===== src/rtl/i2s_rx.sv =====
// i2s_rx: I2S ADC deserialiser on clk_50; valid fires 4 cycles after the bclk rise carrying the right LSB.
// No backpressure by default; I2S_RX_HANDSHAKE_EN adds ready/overrun and holds valid until accepted.
module i2s_rx #(
  parameter int DATA_W   = 24,
  parameter int MAX_SLOT = 31
) (
  input  logic              clk_50,
  input  logic              reset,
  input  logic              configured,
  input  logic              bclk,
  input  logic              adclrck,
  input  logic              adcdat,
  output logic [DATA_W-1:0] left_data,
  output logic [DATA_W-1:0] right_data,
  output logic              valid,
  output logic              frame_err
`ifdef I2S_RX_HANDSHAKE_EN
  ,
  input  logic              ready,
  output logic              overrun
`endif
);
  localparam int CNT_W = $clog2(MAX_SLOT + 1);
  localparam logic [CNT_W-1:0] LAST_BIT = CNT_W'(DATA_W - 1);
  localparam logic [CNT_W-1:0] SLOT_LIM = CNT_W'(MAX_SLOT);

  typedef enum logic [1:0] {ST_IDLE, ST_SHIFT, ST_PAD} state_t;

  logic              r_bclk_s1, r_bclk_s2, r_bclk_s3;
  logic              r_lrck_s1, r_lrck_s2, r_dat_s1, r_dat_s2;
  logic              r_bit_tick, r_lrck_prev;
  state_t            r_state, w_state_nxt;
  logic              r_chan;
  logic [CNT_W-1:0]  r_bit_cnt;
  logic [DATA_W-1:0] r_shift, r_left_hold, r_left_data, r_right_data;
  logic              r_valid, r_frame_err;
  logic              w_lr_edge, w_start, w_chan_nxt, w_shift, w_count, w_done, w_err, w_commit;
  logic [DATA_W-1:0] w_shift_nxt;

  always_ff @(posedge clk_50 or negedge reset) begin
    if (!reset) begin
      r_bclk_s1   <= 1'b0;
      r_bclk_s2   <= 1'b0;
      r_bclk_s3   <= 1'b0;
      r_lrck_s1   <= 1'b0;
      r_lrck_s2   <= 1'b0;
      r_dat_s1    <= 1'b0;
      r_dat_s2    <= 1'b0;
      r_bit_tick  <= 1'b0;
      r_lrck_prev <= 1'b0;
    end else begin
      r_bclk_s1   <= bclk;
      r_bclk_s2   <= r_bclk_s1;
      r_bclk_s3   <= r_bclk_s2;
      r_lrck_s1   <= adclrck;
      r_lrck_s2   <= r_lrck_s1;
      r_dat_s1    <= adcdat;
      r_dat_s2    <= r_dat_s1;
      // Registered edge detect; lrck/data stay stable until the next bclk fall.
      r_bit_tick  <= r_bclk_s2 & ~r_bclk_s3;
      if (r_bit_tick) r_lrck_prev <= r_lrck_s2;
    end
  end

  assign w_lr_edge   = r_bit_tick & (r_lrck_s2 != r_lrck_prev);
  assign w_shift_nxt = {r_shift[DATA_W-2:0], r_dat_s2};
  assign w_commit    = w_done & r_chan;

  always_ff @(posedge clk_50 or negedge reset) begin
    if (!reset) r_state <= ST_IDLE;
    else        r_state <= w_state_nxt;
  end

  always_comb begin
    w_state_nxt = r_state;
    w_start     = 1'b0;
    w_chan_nxt  = ~r_chan;
    w_shift     = 1'b0;
    w_count     = 1'b0;
    w_done      = 1'b0;
    w_err       = 1'b0;
    if (!configured) begin
      w_state_nxt = ST_IDLE;
    end else if (r_bit_tick) begin
      case (r_state)
        ST_IDLE: begin
          if (w_lr_edge && !r_lrck_s2) begin
            w_state_nxt = ST_SHIFT;
            w_start     = 1'b1;
            w_chan_nxt  = 1'b0;
          end
        end
        ST_SHIFT: begin
          w_shift = 1'b1;
          // A word finishing on the edge tick completes and the tick becomes the next delay bit.
          if (r_bit_cnt == LAST_BIT) begin
            w_done = 1'b1;
            if (w_lr_edge) w_start     = 1'b1;
            else           w_state_nxt = ST_PAD;
          end else if (w_lr_edge) begin
            w_err       = 1'b1;
            w_state_nxt = ST_IDLE;
          end
        end
        ST_PAD: begin
          if (w_lr_edge) begin
            w_start     = 1'b1;
            w_state_nxt = ST_SHIFT;
          end else if (r_bit_cnt == SLOT_LIM) begin
            w_err       = 1'b1;
            w_state_nxt = ST_IDLE;
          end else begin
            w_count = 1'b1;
          end
        end
        default: w_state_nxt = ST_IDLE;
      endcase
    end
  end

  always_ff @(posedge clk_50 or negedge reset) begin
    if (!reset) begin
      r_chan      <= 1'b0;
      r_bit_cnt   <= '0;
      r_shift     <= '0;
      r_left_hold <= '0;
      r_frame_err <= 1'b0;
    end else begin
      r_frame_err <= w_err;
      if (w_state_nxt == ST_IDLE) begin
        r_chan      <= 1'b0;
        r_bit_cnt   <= '0;
        r_shift     <= '0;
        r_left_hold <= '0;
      end else begin
        if (w_start) begin
          r_bit_cnt <= '0;
          r_chan    <= w_chan_nxt;
        end else if ((w_shift || w_count) && r_bit_cnt != SLOT_LIM) begin
          r_bit_cnt <= r_bit_cnt + 1'b1;
        end
        if (w_shift) r_shift <= w_shift_nxt;
        if (w_done && !r_chan) r_left_hold <= w_shift_nxt;
      end
    end
  end

`ifdef I2S_RX_HANDSHAKE_EN
  logic r_overrun;

  always_ff @(posedge clk_50 or negedge reset) begin
    if (!reset) begin
      r_valid      <= 1'b0;
      r_overrun    <= 1'b0;
      r_left_data  <= '0;
      r_right_data <= '0;
    end else if (w_commit && (!r_valid || ready)) begin
      r_valid      <= 1'b1;
      r_left_data  <= r_left_hold;
      r_right_data <= w_shift_nxt;
    end else if (w_commit) begin
      r_overrun    <= 1'b1;
    end else if (r_valid && ready) begin
      r_valid      <= 1'b0;
    end
  end

  assign overrun = r_overrun;
`else
  always_ff @(posedge clk_50 or negedge reset) begin
    if (!reset) begin
      r_valid      <= 1'b0;
      r_left_data  <= '0;
      r_right_data <= '0;
    end else begin
      r_valid <= w_commit;
      if (w_commit) begin
        r_left_data  <= r_left_hold;
        r_right_data <= w_shift_nxt;
      end
    end
  end
`endif

  assign left_data  = r_left_data;
  assign right_data = r_right_data;
  assign valid      = r_valid;
  assign frame_err  = r_frame_err;
endmodule


===== config.mk =====
export PLATFORM = sky130hd
export DESIGN_NAME = i2s_rx
export DESIGN_NICKNAME = d
export VERILOG_FILES = /design/src/rtl/i2s_rx.sv
export SDC_FILE = /design/constraint.sdc
export NUM_CORES = 1
export LEC_CHECK = 0
export ABC_AREA = 1
export CAP_MARGIN = 25
export CORE_ASPECT_RATIO = 1.2
export CORE_UTILIZATION = 43
export CTS_CLUSTER_DIAMETER = 200
export DETAILED_ROUTE_END_ITERATION = 10
export DONT_BUFFER_PORTS = 1
export PLACE_DENSITY_LB_ADDON = 0.08
export SLEW_MARGIN = 20
export SYNTH_ARGS = -nofsm -noshare
export SYNTH_HDL_FRONTEND = slang
export SYNTH_SLANG_ARGS = --single-unit

===== constraint.sdc =====
create_clock -name clk_50 -period 4.7 [get_ports clk_50]
set_input_delay 0.705 -clock clk_50 [delete_from_list [all_inputs] [get_ports clk_50]]
set_output_delay 0.705 -clock clk_50 [all_outputs]
set_load 0.02 [all_outputs]

== Word level (Yosys, flattened, before mapping) ==
Cells that the tools add are included.

* $add $sub $neg: 1
* Multipliers: 0
* Divide/modulo/power cells: 0
* Magnitude comparators: 0
* Equal/unequal tests: 6
* Shift-type cells: 0
* Multiplexer cells: 46
* Bitwise gates (word level): 5
* Reduce and logical (&&, ||, !) cells: 12

{| class="wikitable"
|+ Operator list
! kind !! number
|-
| $mux W24 || 2
|-
| $mux W23 || 2
|-
| $mux W1 || 28
|-
| $mux W2 || 8
|-
| $mux W5 || 3
|-
| $eq A5 B5 Y1 const B || 2
|-
| $pmux W2 S3 || 1
|-
| $reduce_bool A2 Y1 || 3
|-
| $add A5 B1 Y5 const B || 1
|-
| $ne A5 B5 Y1 const B || 1
|-
| $logic_not A2 Y1 || 2
|-
| $and A1 B1 Y1 || 3
|-
| $logic_and A1 B1 Y1 || 3
|-
| $pmux W1 S3 || 1
|-
| $reduce_bool A3 Y1 || 1
|-
| $eq A2 B1 Y1 const B || 1
|-
| $eq A2 B2 Y1 const B || 1
|-
| $logic_not A1 Y1 || 2
|-
| $not A1 Y1 || 2
|-
| $pmux W1 S2 || 1
|-
| $logic_or A1 B1 Y1 || 1
|-
| $ne A1 B1 Y1 || 1
|}

* Register bits after elaboration: 114
* Bits in latches: 0
* Memory bits (writable): 0
* Bits in read-only memories: 0
* Bits of input ports: 6
* Output and inout port bits: 50
* Word-level logic and storage cells: 88
* Memories kept: 0

== Depth between registers and ports, before layout ==
* Depth after elaboration: 11
* Depth in mapped cells: 17

== Least setup slack after synthesis ==
Ideal clock, no wire load.

* Path type: register to register
* From: register r_bit_cnt[0]
* To: register r_shift[19]
* Setup time: 66 ps
* Data arrival time: 1,827 ps
* Required time: 4,634 ps
* Slack: 2,807 ps
* Cell stages (with the launch flop): 18
* Cell sequence: dfrtp_1 ha_1 nand2_1 nor2_1 ha_1 inv_1 nand3_1 nand2_1 nand2_1 nand2_1 nand2_1 nand2_1 nand2_1 nand2_2 buf_6 buf_6 nand3_1 nand2_1

* Longest elaborated chain between the ends: 8
* Elaborated cells on any way between the ends: 11
* Classes of those cells: eq/ne: 2; mux: 7; reduce/logical: 2

{| class="wikitable"
|+ RTL lines
! element !! line !! source
|-
| start: declaration || 34 || <nowiki>logic [CNT_W-1:0] r_bit_cnt;</nowiki>
|-
| start signal: assignment || 140 || <nowiki>r_bit_cnt <= r_bit_cnt + 1'b1;</nowiki>
|-
| $eq A5 B5 Y1 || 109 || <nowiki>end else if (r_bit_cnt == SLOT_LIM) begin</nowiki>
|-
| $mux W2 || 109 ||
|-
| $mux W2 || 106 || <nowiki>if (w_lr_edge) begin</nowiki>
|-
| $pmux W2 S3 (*) || 85 || <nowiki>case (r_state)</nowiki>
|-
| $mux W2 (*) || 84 || <nowiki>end else if (r_bit_tick) begin</nowiki>
|-
| $mux W2 (*) || 82 || <nowiki>if (!configured) begin</nowiki>
|-
| $logic_not A2 Y1 (*) || 130 || <nowiki>if (w_state_nxt == ST_IDLE) begin</nowiki>
|-
| $mux W23 / $reduce_bool A2 Y1 (equally long branches) || - ||
|-
| end signal: assignment || 142 || <nowiki>if (w_shift) r_shift <= w_shift_nxt;</nowiki>
|-
| end: declaration || 35 || <nowiki>logic [DATA_W-1:0] r_shift, r_left_hold, r_left_data, r_right_data;</nowiki>
|}

Mark *: on every way between the ends. The rest lies on a longest branch, timed or not.
A chain may end at the register's enable or synchronous reset.

== Final worst setup path ==
* From: register r_bit_cnt[0]
* To: register r_left_hold[4]

* Longest elaborated chain between the ends: 8
* Elaborated cells on any way between the ends: 16
* Classes of those cells: eq/ne: 2; mux: 11; reduce/logical: 3

{| class="wikitable"
|+ RTL lines
! element !! line !! source
|-
| $eq A5 B5 Y1 || 109 ||
|-
| $mux W2 || 109 ||
|-
| $mux W2 || 106 ||
|-
| $pmux W2 S3 || 85 ||
|-
| $mux W2 || 84 ||
|-
| $mux W2 || 82 ||
|-
| $logic_not A2 Y1 || 130 ||
|-
| $mux W24 / $reduce_bool A2 Y1 (equally long branches) || - ||
|-
| end signal: assignment || 143 || <nowiki>if (w_done && !r_chan) r_left_hold <= w_shift_nxt;</nowiki>
|-
| end: declaration || 35 ||
|}

Several ways; a longest one is shown, not always the timed one.

==> run summary <==
The tools report the total CTS buffers as 17. The via count of the first global-routing pass came out at 3354. The clock sink count is 114, and the count of maximum capacitance violations is 0. The filler cells instantiated in the layout total 997. The sequential fraction of the synthesis area was 60.6%; the routed wire length was 9.22 mm. Global router's overall resource usage: 18.1%. The detailed router finished its first iteration with 209 violations. Detailed placement finished with a half-perimeter wire length of 5.58 mm.

The worst register-to-register path has a setup slack of 1.73 ns. The type of destination of the critical path is a register. Power spread over the standard cell area amounts to 446 mW/mm^2. The number of nets in the finished design is 537. In this run the number of H-tree levels came out at 4. The number of setup buffers added after CTS is 0. The tools report the buffer cell driving the clock tree root as sky130_fd_sc_hd__clkbuf_16. During I/O placement, the number of pins put on the boundary was 56. The die covers 0.0114 mm^2. The clock passes through at most 2 buffers. Setup violations remaining at the end of the flow were counted as 0. The final RePlAce weighted congestion was 0.810.

The most instantiated flip-flop cell in the synthesis netlist is sky130_fd_sc_hd__dfrtp_1. The die is 97.5 um wide. For this run, design rule violations remaining after detail routing come to 0. The max-slew violation count is 0. Proportion of layout cells with a drive suffix above 1: 8.01%.

The worst setup path is launched from a register. TritonCTS built the clock tree. The worst hold path belongs to the class input pin to asynchronous set/reset pin.

Data on the critical path is required at its endpoint by 5.04 ns. The final route contains 3356 vias. The first detailed-routing pass ran for 5 iterations. After clock tree synthesis, the clock-pin slew on the worst setup and hold paths is 0.05 ns. The number of flops mapped to enable cells by yosys is 0.

Data on the critical path arrives at its endpoint at 3.31 ns. In the layout the commonest cells are sky130_fd_sc_hd__nand2_1 (220), sky130_fd_sc_hd__dfrtp_1 (114), sky130_fd_sc_hd__nand3_1 (100), sky130_fd_sc_hd__inv_1 (23), sky130_fd_sc_hd__clkbuf_16 (17). At the pin with the least slew margin, the transition time is 0.810 ns. The final cycle utilization of the critical path was 63.1%; the reported leakage power was 2.95 nW.

In this run the tightest slew margin relative to its limit is 45.8%. The average instance in the mapped netlist occupies 8.91 um^2. The via count normalized by instance count is 5.04, and the final standard cell count with taps included and fillers excluded is 666. Based on the critical path, the design can be clocked at up to 0.337 GHz.

The classification of the worst setup path was register to register. After global routing the overflow that remains totals 0. Entering global routing, the biggest net connects 115 pins. The tools report the overall power after layout as 0.00241 W. Once the floorplan was initialized, standard cells occupied 44.5% of the core.

The count of cells along the worst register-to-register path came out at 16. Synthesis produced 528 cells. The worst path in the final design needs a cycle of 2.97 ns, including I/O delays and setup. Summed over all failing endpoints, the final setup total negative slack is 0 ns. Number of diodes: 0. The total area inside the core boundary comes to 0.0106 mm^2. The standard-cell row count is 41, and the count of unique library cells instantiated by Yosys is 19. The tools report the worst ir drop on vdd as 0.000231 V. The leading cell type in the layout, fill and taps excluded was sky130_fd_sc_hd__nand2_1. Measured along the y axis, the die boundary spans 117 um. The highest fanout seen on the critical path was 48.

The number of antenna violations at the first check in global routing is 0. Setup repair after global routing left no endpoint under its margin. Once detail routing completed, the nets flagged for antenna violations numbered 0. Number of placed instances with taps included: 634.

In this run the critical register-to-register path is launched from r_bit_cnt[0]. The run gives 0 as the number of hold-slack violations in the final timing report. For this run, the number of Yosys warnings is 0.

The insertion delay of the later-clocked pin in the worst-skew pair was 0.41 ns. The post-synthesis to final-layout area growth was 15.1%; the wire length of the first global-routing pass was 16.2 mm. For this run, asynchronously set or reset flops after synthesis account for 100%.

The clock arrives with 0.00635 ns of skew. The endpoint of the worst-slack reg-to-reg timing path was r_left_hold[4]. The summed instance area of the synthesized netlist is 0.00470 mm^2, and the detailed-route wire length per cell is 13.8 um.

The run finished with clean final reports. The run gives 540 as the post-synthesis net count. Synthesis inferred 114 register bits. The number of I/O port buffers works out to 0.
[stage by stage]
stage               setup slack (ns)  hold WS, ns  util (%)  area [um^2]
finish                          1.73        0.229      51.2         5410
global route                    1.46        0.286      51.2         5410
CTS                             1.76        0.277      51.2         5410
detailed placement              1.83        0.336      45.0         4750
global placement                1.90        0.332      45.0         4750
floorplan                       2.81        0.331         -         4700
[what timing repair did]
item,in CTS,in global routing
endpoints found under the hold margin,114,0
gates resized for setup,0,0
hold buffers,1,0
[final cells by class]
| cell class | count | area, um^2 | share of cell area [%] |
|---|---|---|---|
| Clock buffer | 21 | 480 | 8.87 |
| Clock inverter | 10 | 155 | 2.87 |
| Inverter | 23 | 86.3 | 1.59 |
| Multi-Input combinational cell | 363 | 1610 | 29.8 |
| Sequential cell | 114 | 2850 | 52.7 |
| Tap cell | 129 | 161 | 2.98 |
| Timing Repair Buffer | 6 | 65.1 | 1.20 |
[registers in the layout (all words and copies together), names as in the netlist, 2 cells and up]
| register | flops |
|---|---|
| r_left_hold | 24 |
| r_bit_cnt | 5 |
| left_data | 24 |
| right_data | 24 |
| r_state | 2 |
| r_shift | 23 |
[per-layer routing]
metal	track usage (%)	up-vias	share of wire [%]
li1	-	1679	-
met1	21.6	1598	44
met2	29.6	66	49
met3	6.22	13	5.0
met4	8.73	0	1.6
met5	0	-	0
[cell usage after synthesis, types with 3 or more instances]
cell type,n,area share (%)
sky130_fd_sc_hd__dfrtp_1,114,61
sky130_fd_sc_hd__ha_1,6,1.6
sky130_fd_sc_hd__buf_2,8,0.85
sky130_fd_sc_hd__xor2_1,3,0.56
sky130_fd_sc_hd__clkbuf_1,12,0.96
sky130_fd_sc_hd__inv_1,23,1.8
sky130_fd_sc_hd__nand3_1,100,11
sky130_fd_sc_hd__nand4_1,3,0.40
sky130_fd_sc_hd__nor2_1,13,1.0
sky130_fd_sc_hd__nand2_1,220,18
sky130_fd_sc_hd__o21ai_0,9,0.96
sky130_fd_sc_hd__buf_6,6,1.4
[power by group]
| part | internal [W] | switching, W | total, W |
|---|---|---|---|
| registers | 0.000988 | 0.00000417 | 0.000992 |
| clock network | 0.000935 | 0.000426 | 0.00136 |
| logic | 0.0000113 | 0.0000478 | 0.0000591 |
| total | 0.00193 | 0.000478 | 0.00241 |
[logic make-up (layout without fill, tap and decap cells)]
kind of cell	count (synthesis)	after routing	synth area share (%)
simple gates	341	341	30.5
flops	114	114	60.6
compound gates	13	13	1.44
buf+inv	51	60	5.24
fa+ha+maj	6	6	1.60
xor+xnor	3	3	0.559
[worst max path at each step]
stage | slack, ns | end | from
after global routing | 1.46 | r_left_hold[5] | r_bit_cnt[0]
final | 1.73 | r_left_hold[4] | r_bit_cnt[0]
after global placement | 1.90 | r_shift[4] | r_bit_cnt[0]
after detailed placement | 1.83 | r_shift[2] | r_bit_cnt[0]
after CTS | 1.76 | r_left_hold[4] | r_bit_cnt[0]
after floorplan | 2.81 | r_shift[19] | r_bit_cnt[0]
[critical path, cell delays in order (launching register included)]
cell                      delay [ns]
sky130_fd_sc_hd__dfrtp_1        0.40
sky130_fd_sc_hd__ha_1           0.22
sky130_fd_sc_hd__nand2_1        0.08
sky130_fd_sc_hd__nor2_1         0.04
sky130_fd_sc_hd__ha_1           0.20
sky130_fd_sc_hd__inv_1          0.08
sky130_fd_sc_hd__nand3_1        0.08
sky130_fd_sc_hd__nand2_1        0.09
sky130_fd_sc_hd__nand2_1        0.05
sky130_fd_sc_hd__nand2_1        0.05
sky130_fd_sc_hd__nand2_1        0.05
sky130_fd_sc_hd__nand2_1        0.05
sky130_fd_sc_hd__nand2_1        0.09
sky130_fd_sc_hd__nand2_2        0.61
sky130_fd_sc_hd__buf_4          0.52
sky130_fd_sc_hd__nand3_1        0.16
sky130_fd_sc_hd__nand2_1        0.10
No activity file was read; power rests on OpenSTA's default activity.
